File: config.mk
export PLATFORM = sky130hd
export DESIGN_NAME = tdc_fill_mc
export DESIGN_NICKNAME = d
export VERILOG_FILES = /design/src/rtl/tdc_fill_pkg.sv /design/src/rtl/tdc_chan_capture.sv /design/src/rtl/tdc_fill_mc.sv
export SDC_FILE = /design/constraint.sdc
export NUM_CORES = 1
export LEC_CHECK = 0
export CORE_MARGIN = 8
export CORE_UTILIZATION = 56
export DETAILED_ROUTE_END_ITERATION = 6
export PLACE_DENSITY = 0.95
export SYNTH_ARGS = -nofsm -noshare
export SYNTH_HDL_FRONTEND = slang
export SYNTH_HIERARCHICAL = 1
export SYNTH_SLANG_ARGS = --single-unit
File: constraint.sdc
create_clock -name i_clk -period 4.25 [get_ports i_clk]
set_input_delay 1.0625 -clock i_clk [delete_from_list [all_inputs] [get_ports i_clk]]
set_output_delay 1.0625 -clock i_clk [all_outputs]
set_load 0.01 [all_outputs]
File: src/rtl/tdc_fill_pkg.sv
// Shared constants and state encoding for the multi-channel TDC data filler.
package tdc_fill_pkg;

    localparam int unsigned NCH_DEF = 4;
    localparam int unsigned DW_DEF  = 32;
    localparam int unsigned AW_DEF  = 16;
    localparam int unsigned TW_DEF  = 12;

    // Dropped-sync counter width; it saturates at all ones.
    localparam int unsigned               SYNC_MISS_W   = 8;
    localparam logic [SYNC_MISS_W-1:0]    SYNC_MISS_MAX = '1;

    typedef enum logic [2:0] {
        ST_IDLE    = 3'd0,
        ST_READY   = 3'd1,
        ST_COLLECT = 3'd2,
        ST_DLY     = 3'd3,
        ST_EMIT    = 3'd4
    } state_t;

endpackage

File: src/rtl/tdc_chan_capture.sv
// One TDC channel: holds the first rise/fall pair seen in a collect window
// and the mask bit saying it was captured. Exposes next-state values so the
// parent can register a record in the same cycle as the capture.
module tdc_chan_capture
    import tdc_fill_pkg::*;
#(
    parameter int unsigned DW = DW_DEF
) (
    input  logic          i_clk,
    input  logic          i_rst_n,
    input  logic          i_clr,
    input  logic          i_strobe,
    input  logic          i_cap_en,
    input  logic [DW-1:0] i_rise,
    input  logic [DW-1:0] i_fall,
    output logic          o_mask_nxt,
    output logic [DW-1:0] o_rise_nxt,
    output logic [DW-1:0] o_fall_nxt
);

    logic          r_mask;
    logic [DW-1:0] r_rise;
    logic [DW-1:0] r_fall;
    logic          w_take;

    assign w_take = i_cap_en && i_strobe && !r_mask;

    // Next-state: clear wins, otherwise first strobe in the window is kept.
    always_comb begin
        o_mask_nxt = r_mask;
        o_rise_nxt = r_rise;
        o_fall_nxt = r_fall;
        if (i_clr) begin
            o_mask_nxt = 1'b0;
            o_rise_nxt = '0;
            o_fall_nxt = '0;
        end else if (w_take) begin
            o_mask_nxt = 1'b1;
            o_rise_nxt = i_rise;
            o_fall_nxt = i_fall;
        end
    end

    // Capture registers.
    always_ff @(posedge i_clk or negedge i_rst_n) begin
        if (!i_rst_n) begin
            r_mask <= 1'b0;
            r_rise <= '0;
            r_fall <= '0;
        end else begin
            r_mask <= o_mask_nxt;
            r_rise <= o_rise_nxt;
            r_fall <= o_fall_nxt;
        end
    end

endmodule

File: src/rtl/tdc_fill_mc.sv
// Multi-channel TDC data filler: per angle sync, collects one rise/fall record
// per channel within a window, zero-fills missing channels and streams the
// NCH records with the latched encoder angles over valid/ready.
module tdc_fill_mc
    import tdc_fill_pkg::*;
#(
    parameter int unsigned NCH = NCH_DEF,
    parameter int unsigned DW  = DW_DEF,
    parameter int unsigned AW  = AW_DEF,
    parameter int unsigned TW  = TW_DEF
) (
    input  logic                                    i_clk,
    input  logic                                    i_rst_n,
    input  logic                                    i_tdcmodule_en,
    input  logic                                    i_angle_sync,
    input  logic                                    i_tdcsync_ready,
    input  logic [AW-1:0]                           i_code_angle1,
    input  logic [AW-1:0]                           i_code_angle2,
    input  logic [TW-1:0]                           i_timeout,
    input  logic [TW-1:0]                           i_nosync_dly,
    input  logic [NCH-1:0]                          i_tdc_newsig,
    input  logic [NCH*DW-1:0]                       i_rise_data,
    input  logic [NCH*DW-1:0]                       i_fall_data,
    output logic                                    o_valid,
    input  logic                                    i_ready,
    output logic [((NCH > 1) ? $clog2(NCH) : 1)-1:0] o_ch,
    output logic                                    o_fill,
    output logic [AW-1:0]                           o_code_angle1,
    output logic [AW-1:0]                           o_code_angle2,
    output logic [DW-1:0]                           o_rise_data,
    output logic [DW-1:0]                           o_fall_data,
    output logic [SYNC_MISS_W-1:0]                  o_sync_miss,
    output logic                                    o_busy
);

    localparam int unsigned    CW      = (NCH > 1) ? $clog2(NCH) : 1;
    localparam logic [CW-1:0]  LAST_CH = CW'(NCH - 1);

    state_t                 r_state;
    state_t                 w_state_nxt;
    logic [TW-1:0]          r_cnt;
    logic [NCH-1:0]         w_mask_d;
    logic [DW-1:0]          w_rise_d [NCH];
    logic [DW-1:0]          w_fall_d [NCH];
    logic                   w_sync_ok;
    logic                   w_clr;
    logic                   w_cap_en;
    logic                   w_accept;
    logic                   w_load;
    logic [CW-1:0]          w_ch_inc;
    logic [CW-1:0]          w_sel;
    logic                   r_valid;
    logic [CW-1:0]          r_ch;
    logic                   r_fill;
    logic [DW-1:0]          r_rise;
    logic [DW-1:0]          r_fall;
    logic [AW-1:0]          r_ang1;
    logic [AW-1:0]          r_ang2;
    logic [SYNC_MISS_W-1:0] r_miss;

    assign w_sync_ok = i_tdcmodule_en && (r_state == ST_READY) && i_angle_sync;
    assign w_clr     = (r_state == ST_IDLE) || w_sync_ok;
    assign w_cap_en  = (r_state == ST_COLLECT);
    assign w_accept  = r_valid && i_ready;
    assign w_ch_inc  = r_ch + 1'b1;

    // Entering EMIT presents channel 0; captures are frozen in EMIT, so the
    // next-state view of the capture bank equals its registered contents.
    assign w_sel  = (r_state == ST_EMIT) ? w_ch_inc : '0;
    assign w_load = i_tdcmodule_en &&
                    ((((r_state == ST_COLLECT) || (r_state == ST_DLY)) && (w_state_nxt == ST_EMIT)) ||
                     ((r_state == ST_EMIT) && w_accept && (r_ch != LAST_CH)));

    genvar c;
    generate
        for (c = 0; c < NCH; c++) begin : g_ch
            tdc_chan_capture #(.DW(DW)) u_cap (
                .i_clk      (i_clk),
                .i_rst_n    (i_rst_n),
                .i_clr      (w_clr),
                .i_strobe   (i_tdc_newsig[c]),
                .i_cap_en   (w_cap_en),
                .i_rise     (i_rise_data[c*DW +: DW]),
                .i_fall     (i_fall_data[c*DW +: DW]),
                .o_mask_nxt (w_mask_d[c]),
                .o_rise_nxt (w_rise_d[c]),
                .o_fall_nxt (w_fall_d[c])
            );
        end
    endgenerate

    // Next-state logic; losing enable always returns to IDLE.
    always_comb begin
        w_state_nxt = r_state;
        if (!i_tdcmodule_en) begin
            w_state_nxt = ST_IDLE;
        end else begin
            case (r_state)
                ST_IDLE:    w_state_nxt = ST_READY;
                ST_READY:   if (i_angle_sync) w_state_nxt = i_tdcsync_ready ? ST_COLLECT : ST_DLY;
                ST_COLLECT: if ((&w_mask_d) || (r_cnt == i_timeout)) w_state_nxt = ST_EMIT;
                ST_DLY:     if (r_cnt == i_nosync_dly) w_state_nxt = ST_EMIT;
                ST_EMIT:    if (w_accept && (r_ch == LAST_CH)) w_state_nxt = ST_READY;
                default:    w_state_nxt = ST_IDLE;
            endcase
        end
    end

    // State register and shared window/delay counter (cleared on any transition).
    always_ff @(posedge i_clk or negedge i_rst_n) begin
        if (!i_rst_n) begin
            r_state <= ST_IDLE;
            r_cnt   <= '0;
        end else begin
            r_state <= w_state_nxt;
            if (((r_state == ST_COLLECT) || (r_state == ST_DLY)) && (w_state_nxt == r_state))
                r_cnt <= r_cnt + 1'b1;
            else
                r_cnt <= '0;
        end
    end

    // Angle latch on an accepted sync; saturating count of dropped syncs.
    always_ff @(posedge i_clk or negedge i_rst_n) begin
        if (!i_rst_n) begin
            r_ang1 <= '0;
            r_ang2 <= '0;
            r_miss <= '0;
        end else begin
            if (w_sync_ok) begin
                r_ang1 <= i_code_angle1;
                r_ang2 <= i_code_angle2;
            end
            if (i_angle_sync && (r_state != ST_READY) && (r_miss != SYNC_MISS_MAX))
                r_miss <= r_miss + 1'b1;
        end
    end

    // Registered output record; held stable until accepted.
    always_ff @(posedge i_clk or negedge i_rst_n) begin
        if (!i_rst_n) begin
            r_valid <= 1'b0;
            r_ch    <= '0;
            r_fill  <= 1'b0;
            r_rise  <= '0;
            r_fall  <= '0;
        end else if (!i_tdcmodule_en) begin
            r_valid <= 1'b0;
        end else if (w_load) begin
            r_valid <= 1'b1;
            r_ch    <= w_sel;
            r_fill  <= ~w_mask_d[w_sel];
            r_rise  <= w_mask_d[w_sel] ? w_rise_d[w_sel] : '0;
            r_fall  <= w_mask_d[w_sel] ? w_fall_d[w_sel] : '0;
        end else if ((r_state == ST_EMIT) && w_accept) begin
            r_valid <= 1'b0;
        end
    end

    assign o_valid       = r_valid;
    assign o_ch          = r_ch;
    assign o_fill        = r_fill;
    assign o_rise_data   = r_rise;
    assign o_fall_data   = r_fall;
    assign o_code_angle1 = r_ang1;
    assign o_code_angle2 = r_ang2;
    assign o_sync_miss   = r_miss;
    assign o_busy        = (r_state == ST_COLLECT) || (r_state == ST_DLY) || (r_state == ST_EMIT);

endmodule

==> results of run 1 <==
==> area by class of cell <==
| cell class | count | area, um2 |
|---|---|---|
| multi-input combinational | 1336 | 10200 |
| fill | 2305 | 9970 |
| sequential | 383 | 9590 |
| timing repair buffer | 476 | 4870 |
| clock buffer | 59 | 1220 |
| tap | 468 | 586 |
| clock inverter | 16 | 165 |
| inverter | 5 | 18.8 |
| antenna | 4 | 10.0 |
==> per-stage QoR <==
stage | total power [mW] | area, um2 | hold WS [ps] | util (%) | setup slack [ps]
floorplan | 4.83 | 20800 | 514 | - | 906
CTS | 9.42 | 26600 | 489 | 72.7 | 594
global route | 9.70 | 26600 | 518 | 72.8 | 341
detailed placement | 5.73 | 25200 | 475 | 69.0 | 14.8
finish | 9.40 | 26600 | 464 | 72.8 | 413
global placement | 5.65 | 25200 | 477 | 69.0 | 204
==> power by group <==
| group | leakage (nW) | switching, mW | internal [mW] | total, mW |
|---|---|---|---|---|
| sequential | 5.24 | 0.140 | 3.83 | 3.97 |
| clock | 0.687 | 1.52 | 2.18 | 3.69 |
| combinational | 5.32 | 0.753 | 0.981 | 1.73 |
==> cell usage in the layout, fill, tap and decap left out, types with 2 or more instances in the layout <==
cell type	instances
buf_12	17
o21ai_0	3
bufinv_16	3
clkbuf_16	43
nand3_4	2
clkdlybuf4s50_1	429
nand2b_1	515
nand4_1	6
ha_1	3
nor2_1	9
mux2i_1	387
buf_4	29
and3b_4	4
diode_2	4
nor3_1	12
nand2_1	138
nor4_1	2
o22ai_1	2
and3_1	72
clkbuf_8	8
a31oi_1	2
nor3b_1	3
nor4_2	2
clkbuf_1	8
nor2b_1	2
clkinv_2	10
mux2_1	30
inv_1	5
xnor2_1	18
or3b_1	2
nand3_1	7
a21oi_1	4
xor2_1	23
dfrtp_1	382
mux2_2	69
==> kinds of logic after synthesis <==
logic type                 after synthesis
AOI/OAI and AO/OA                       20
muxes                                  487
DFF                                    383
and+or+nand+nor                        785
xor gates and xnor gates                41
buffers and inverters                  143
adders and majority gates                3
==> sequential cells by signal (all words and copies together) (netlist names), 2 cells and up <==
name               cells
r_state                3
r_cnt                 12
o_code_angle1         16
g_ch.u_cap/r_mask      4
o_fall_data           32
o_ch                   2
o_sync_miss            8
g_ch.u_cap/r_rise    128
g_ch.u_cap/r_fall    128
o_rise_data           32
o_code_angle2         16
==> final timing paths <==
path	endpoint	depth (start not counted)	startpoint
min reg2reg	o_rise_data[17]$_DFFE_PN0P_	1	o_rise_data[17]$_DFFE_PN0P_
min in group i_clk	o_rise_data[17]$_DFFE_PN0P_	1	o_rise_data[17]$_DFFE_PN0P_
max reg2reg	o_rise_data[25]$_DFFE_PN0P_	11	r_state[1]$_DFF_PN0_
max in group asynchronous	o_ch[0]$_DFFE_PN0P_	2	i_rst_n
max	o_rise_data[25]$_DFFE_PN0P_	10	i_angle_sync
min	g_ch[1].u_cap/r_rise[11]$_DFF_PN0_	1	i_rst_n
==> per-layer routing <==
layer	GRT usage (%)	up-vias	share of wire, %
met4	13.3	20	4.4
met3	9.41	184	8.9
met2	48.8	680	49
met5	0	-	0.23
li1	-	6961	-
met1	32.6	7864	37
==> critical path, delay by kind of cell <==
| family | cells | cell delay, ps |
|---|---|---|
| muxes | 1 | 390 |
| AOI/OAI and AO/OA | 3 | 920 |
| buffers and inverters | 2 | 750 |
| and+or+nand+nor | 4 | 1070 |
==> impl_results.md, run 1 <==
* Outcome: complete, no violations
* Synth Instances at 1,862
* DRC at 0
* Max incr delay on CP at ~520 ps
* Avg Cell Area, Syn at 11.2 um2
* Crit path time final at 3840 ps
* Slew @ Worst Pin at 1010 ps
* Setup Fix Bufs, Post-CTS at 0
* Layout Nets at 2,568
* Max Cap Violations at 0
* Post-Layout Cell Count at 2,747
* Remaining Overflow, GRT at 0
* Vias/cell at 5.72
* Compound-Gate Fraction of Synth Area at less than 1%
* CP required at 4680 ps
* Yosys reg bits at 383
* H-tree depth at 2
* Slowest stage cell, crit path: clkdlybuf4s50_1
* Class of the worst hold path: primary input to asynchronous set/reset pin
* FP Rows at 70
* Most frequent cell after synthesis: nand2b_1
* Drt pass-1 iters at 5
* Maximum vdd drop at ~420 uV
* Final period utilization at 90.3%
* First-pass GRT wire length at 98.5 mm
* Worst R2R Setup Slack at 730 ps
* Leak pwr at 11.3 nW
* Mapped Nets at 2,187
* CP Launch Type: primary input
* Setup-failing EPs final at 0
* Total via count in the routed design at between 15,000 and 20,000
* Synth Area in XOR/XNOR at 1.73%
* Hold Vio Cnt, Final at 0
* Layout cells sized above 1 at under 10%
* Synth Flop Type: dfrtp_1
* GRT Overall Usage at 28.7%
* Cell total after placement at 2,668
* Clock Tree Buf Depth at 3
* Initial antenna violation count at 14
* Achievable frequency at 261 MHz
* Biggest area consumer among synthesized cells: dfrtp_1
* Unrepaired setup endpoints after global routing: false
* Clock sinks at 383
* Top-area cell type share of the netlist area at 46.1%
* Width of the chip at 209 um
* Die Height at 209 um
* Slew Limit Fails at 0
* Synth cell types at 49
* Final wirelength at 64.3 mm
* Relative max-transition margin at 32.6%
* Die area at roughly 44,000 um2
* TritonCTS clock tree: done
* Synth cell count leaders: nand2b_1 (515), mux2i_1 (388), dfrtp_1 (383)
* Power per cell area at 353 nW/um2
* Gp weighted congestion at 0.934
* CTS root buffer: clkbuf_16
* Critical path arrival at around 4300 ps
* Worst Skew at 22.6 ps
* DR WL/cell at around 23 um
* Sequential share of the synthesized area at 46.1%
* CP Capture Type: flop
* Clock Pin Slew Worst Setup and Hold Paths at ~60 ps
* Worst-Skew Late Latency at 570 ps
* Buffers on Ports at 430
* Critical path class: primary input to flop
* Post-Syn Area at just over 20,000 um2
* CTS buffer count at 41
* Post-CTS Hold Fix Bufs at 0
* Initial drt markers at ~1,100
* Final setup TNS at 0 ps
* Core footprint at 36,600 um2
* DRT antenna net count at 0
* Adder-Cell Fraction of Synth Area at less than 1%
* Number of global-route vias before repair at 17,272
* Largest net degree at the start of global routing at 110
* Async S/R FF share, synth at 100%
* Simple-Gate Fraction of Synth Area at 22.1%
* Worst Path Max Fanout at 34
* Initial Util at a little under three fifths
* # resized after CTS at 0
* Top post-synthesis cells by area: dfrtp_1 (46%), mux2i_1 (19%), nand2b_1 (16%)
* Mux contribution to synthesized area at 24.1%
* Number of synthesized flops with an enable pin at 0
* Largest family of logic cells by synthesized area: multiplexers
* YS warnings at 6
* IO Pins at roughly 430
* DP HPWL at 44.3 mm
* Critical path cell sequence: clkdlybuf4s50_1 -> o21ai_0 -> a211oi_4 -> nor2_1 -> nand4_1 -> nor3b_1 -> o21ai_1 -> nand3_4 -> buf_12 -> mux2_1
* Area grow syn2layout at 28.2%
(Power assumes the default switching activity.)
==> run 2: changes to the inputs <==
--- a/config.mk
+++ b/config.mk
@@ -9,6 +9,7 @@
 export CORE_UTILIZATION = 56
 export DETAILED_ROUTE_END_ITERATION = 6
 export PLACE_DENSITY = 0.95
+export SLEW_MARGIN = 20
 export SYNTH_ARGS = -nofsm -noshare
 export SYNTH_HDL_FRONTEND = slang
 export SYNTH_HIERARCHICAL = 1
==> constraint.sdc (replaced) <==
create_clock -name i_clk -period 4.25 [get_ports i_clk]
set_input_delay 0.6375 -clock i_clk [delete_from_list [all_inputs] [get_ports i_clk]]
set_output_delay 0.6375 -clock i_clk [all_outputs]
set_load 0.01 [all_outputs]
==> impl_results.md, run 2 (synthesis gave the netlist of run 1 again) <==
* Hold Vio Cnt, Final at 0 (unchanged)
* Number of global-route vias before repair at 16,961 (-1.8%)
* Drt pass-1 iters at 5 (unchanged)
* DRC at 0 (unchanged)
* Worst Path Max Fanout at 38 (+12%)
* Area grow syn2layout at 27.8%
* Slowest stage cell, crit path: buf_4
* Area after DPL at 25,100 um2 (-0.52%)
* Pre-CTS setup slack at 361 ps (+346 ps)
* GRT Overall Usage at 28.2% (-0.58 points)
* Post-CTS Hold Fix Bufs at 0 (unchanged)
* Worst flop-to-flop path startpoint: r_state[1]$_DFF_PN0_
* Clock Pin Slew Worst Setup and Hold Paths at 60 ps (about the same)
* Total via count in the routed design at 15,478 (-1.5%)
* Layout cells sized above 1 at 8.26% (-0.54 points)
* Slew Limit Fails at 0 (unchanged)
* Largest net degree at the start of global routing at 115 (+4.5%)
* R2R cell count at 10 (-1)
* Slew @ Worst Pin at 979 ps (-31.9 ps)
* H-tree depth at 2 (unchanged)
* Layout Nets at 2,560 (-0.31%)
* FP Rows at 70 (unchanged)
* CP Launch Type: flop
* Maximum vdd drop at 388 uV (-6.9%)
* Most used cell, CP: buf_4
* Worst path bufs/invs at 3 (+1)
* Achievable frequency at 279 MHz (+6.9%)
* Setup Fix Bufs, Post-CTS at 0 (unchanged)
* Worst-Skew Late Latency at 540 ps (-30 ps)
* Critical path arrival at 2950 ps (-1320 ps)
* Clock sinks at 383 (unchanged)
* Die area at 43,500 um2 (unchanged)
* Remaining Overflow, GRT at 0 (unchanged)
* First-pass GRT wire length at 97.4 mm (-1.2%)
* Final period utilization at 84.5% (-5.8 points)
* Relative max-transition margin at 34.8% (+2.1 points)
* Buffers on Ports at 430 (unchanged)
* Unrepaired setup endpoints after global routing: false
* CP Capture Type: output port
* Cell total after placement at 2,659 (-0.34%)
* Worst R2R Setup Slack at 770 ps (+40 ps)
* Fill cells at 2,363 (+2.5%)
* Vias/cell at 5.66 (-1.0%)
* IO Pins at 431 (unchanged)
* Core footprint at 36,600 um2 (unchanged)
* FF/Latch Area at 9590 um2 (unchanged)
* Width of the chip at 209 um (unchanged)
* Biggest regs: g_ch.u_cap/r_fall (128), g_ch.u_cap/r_rise (128)
* Crit path time final at 3590 ps (-246 ps)
* Post-Layout Cell Count at 2,734 (-0.47%)
* DR WL/cell at 23.0 um (-1.7%)
* Gp weighted congestion at 0.905 (-3.1%)
* Commonest non-fill, non-tap cell in the layout: nand2b_1
* Final wirelength at 63.0 mm (-2.1%)
* Setup-failing EPs final at 0 (unchanged)
* Crit-path leading delay family: buffers and inverters
* Most frequent cells in the layout: nand2b_1 (515), clkdlybuf4s50_1 (429), mux2i_1 (387)
* Multi-input gate area at 10,200 um2 (unchanged)
* TritonCTS clock tree: done
* Fin area at 26,600 um2 (-0.30%)
* CTS buffer count at 42 (+2.4%)
* Final WS setup at 660 ps (+246 ps)
* DRT antenna net count at 0 (unchanged)
* Critical path cell sequence: buf_4 -> buf_4 -> clkdlybuf4s50_1
* Final cell utilization of the core at 72.5% (-0.22 points)
* Critical path class: flop to output port
* Max incr delay on CP at 740 ps (+220 ps)
* Die Height at 209 um (unchanged)
* # resized after CTS at 0 (unchanged)
* DP HPWL at 43.6 mm (-1.7%)
* Initial antenna violation count at 10 (-4)
* Leak pwr at 11.2 nW (-0.41%)
* CTS root buffer: clkbuf_16
* CP required at 3610 ps (-1070 ps)
* Class of the worst hold path: primary input to asynchronous set/reset pin
* Initial Util at 56.8% (unchanged)
* Max Cap Violations at 0 (unchanged)
* Clock Tree Buf Depth at 3 (unchanged)
* Reg2reg end: o_rise_data[14]$_DFFE_PN0P_
* Worst Skew at 17.5 ps (-5.12 ps)
* Power per cell area at 356 nW/um2 (+0.89%)
* Final setup TNS at 0 ps (unchanged)
* Outcome: complete, no violations
* Initial drt markers at 978 (-13%)
[run 2: worst register-to-register path: cells and delay by family (launching register included)]
kind | cells | cell delay (ps)
buffers and inverters | 2 | 690
DFF | 1 | 660
muxes | 3 | 860
and+or+nand+nor | 5 | 1140
[run 2: worst max-delay path by stage]
stage | startpoint | to | slack [ps] | cells past startpoint
floorplan | i_tdcmodule_en | o_ch[0]$_DFFE_PN0P_ | 1330 | 11
global placement | i_tdcmodule_en | o_rise_data[18]$_DFFE_PN0P_ | 440 | 11
detailed placement | i_tdcmodule_en | o_rise_data[18]$_DFFE_PN0P_ | 360 | 11
CTS | o_ch[0]$_DFFE_PN0P_ | o_ch[0] | 650 | 3
global route | r_state[1]$_DFF_PN0_ | o_rise_data[18]$_DFFE_PN0P_ | 520 | 11
finish | o_ch[0]$_DFFE_PN0P_ | o_ch[0] | 660 | 3
[run 2: final cells by class]
class / count / area share, %
Antenna cell: 1 / 0.00942
Clock buffer: 65 / 4.86
Clock inverter: 9 / 0.556
Inverter: 5 / 0.0707
Multi-Input combinational cell: 1336 / 38.4
Sequential cell: 383 / 36.1
Tap cell: 468 / 2.20
Timing Repair Buffer: 467 / 17.8
[run 2: through the flow]
step / power, mW / hold slack, ps
after floorplan: 4.83 / 342
after global placement: 5.63 / 473
after detailed placement: 5.69 / 479
after CTS: 9.51 / 211
after global routing: 9.78 / 216
final: 9.45 / 141
[run 2: metal layers]
layer  vias to the layer above  share of wire (%)  track usage (%)
li1                       6945                  -                -
met1                      7783                 39             33.2
met2                       601                 50             48.5
met3                       131                8.5             8.92
met4                        18                2.8             9.04
met5                         -               0.20                0
[run 2: power breakdown]
group          internal (mW)  switching, mW  total, mW
registers               3.83          0.133       3.96
logic                  0.960          0.739       1.70
clock network           2.32           1.46       3.79
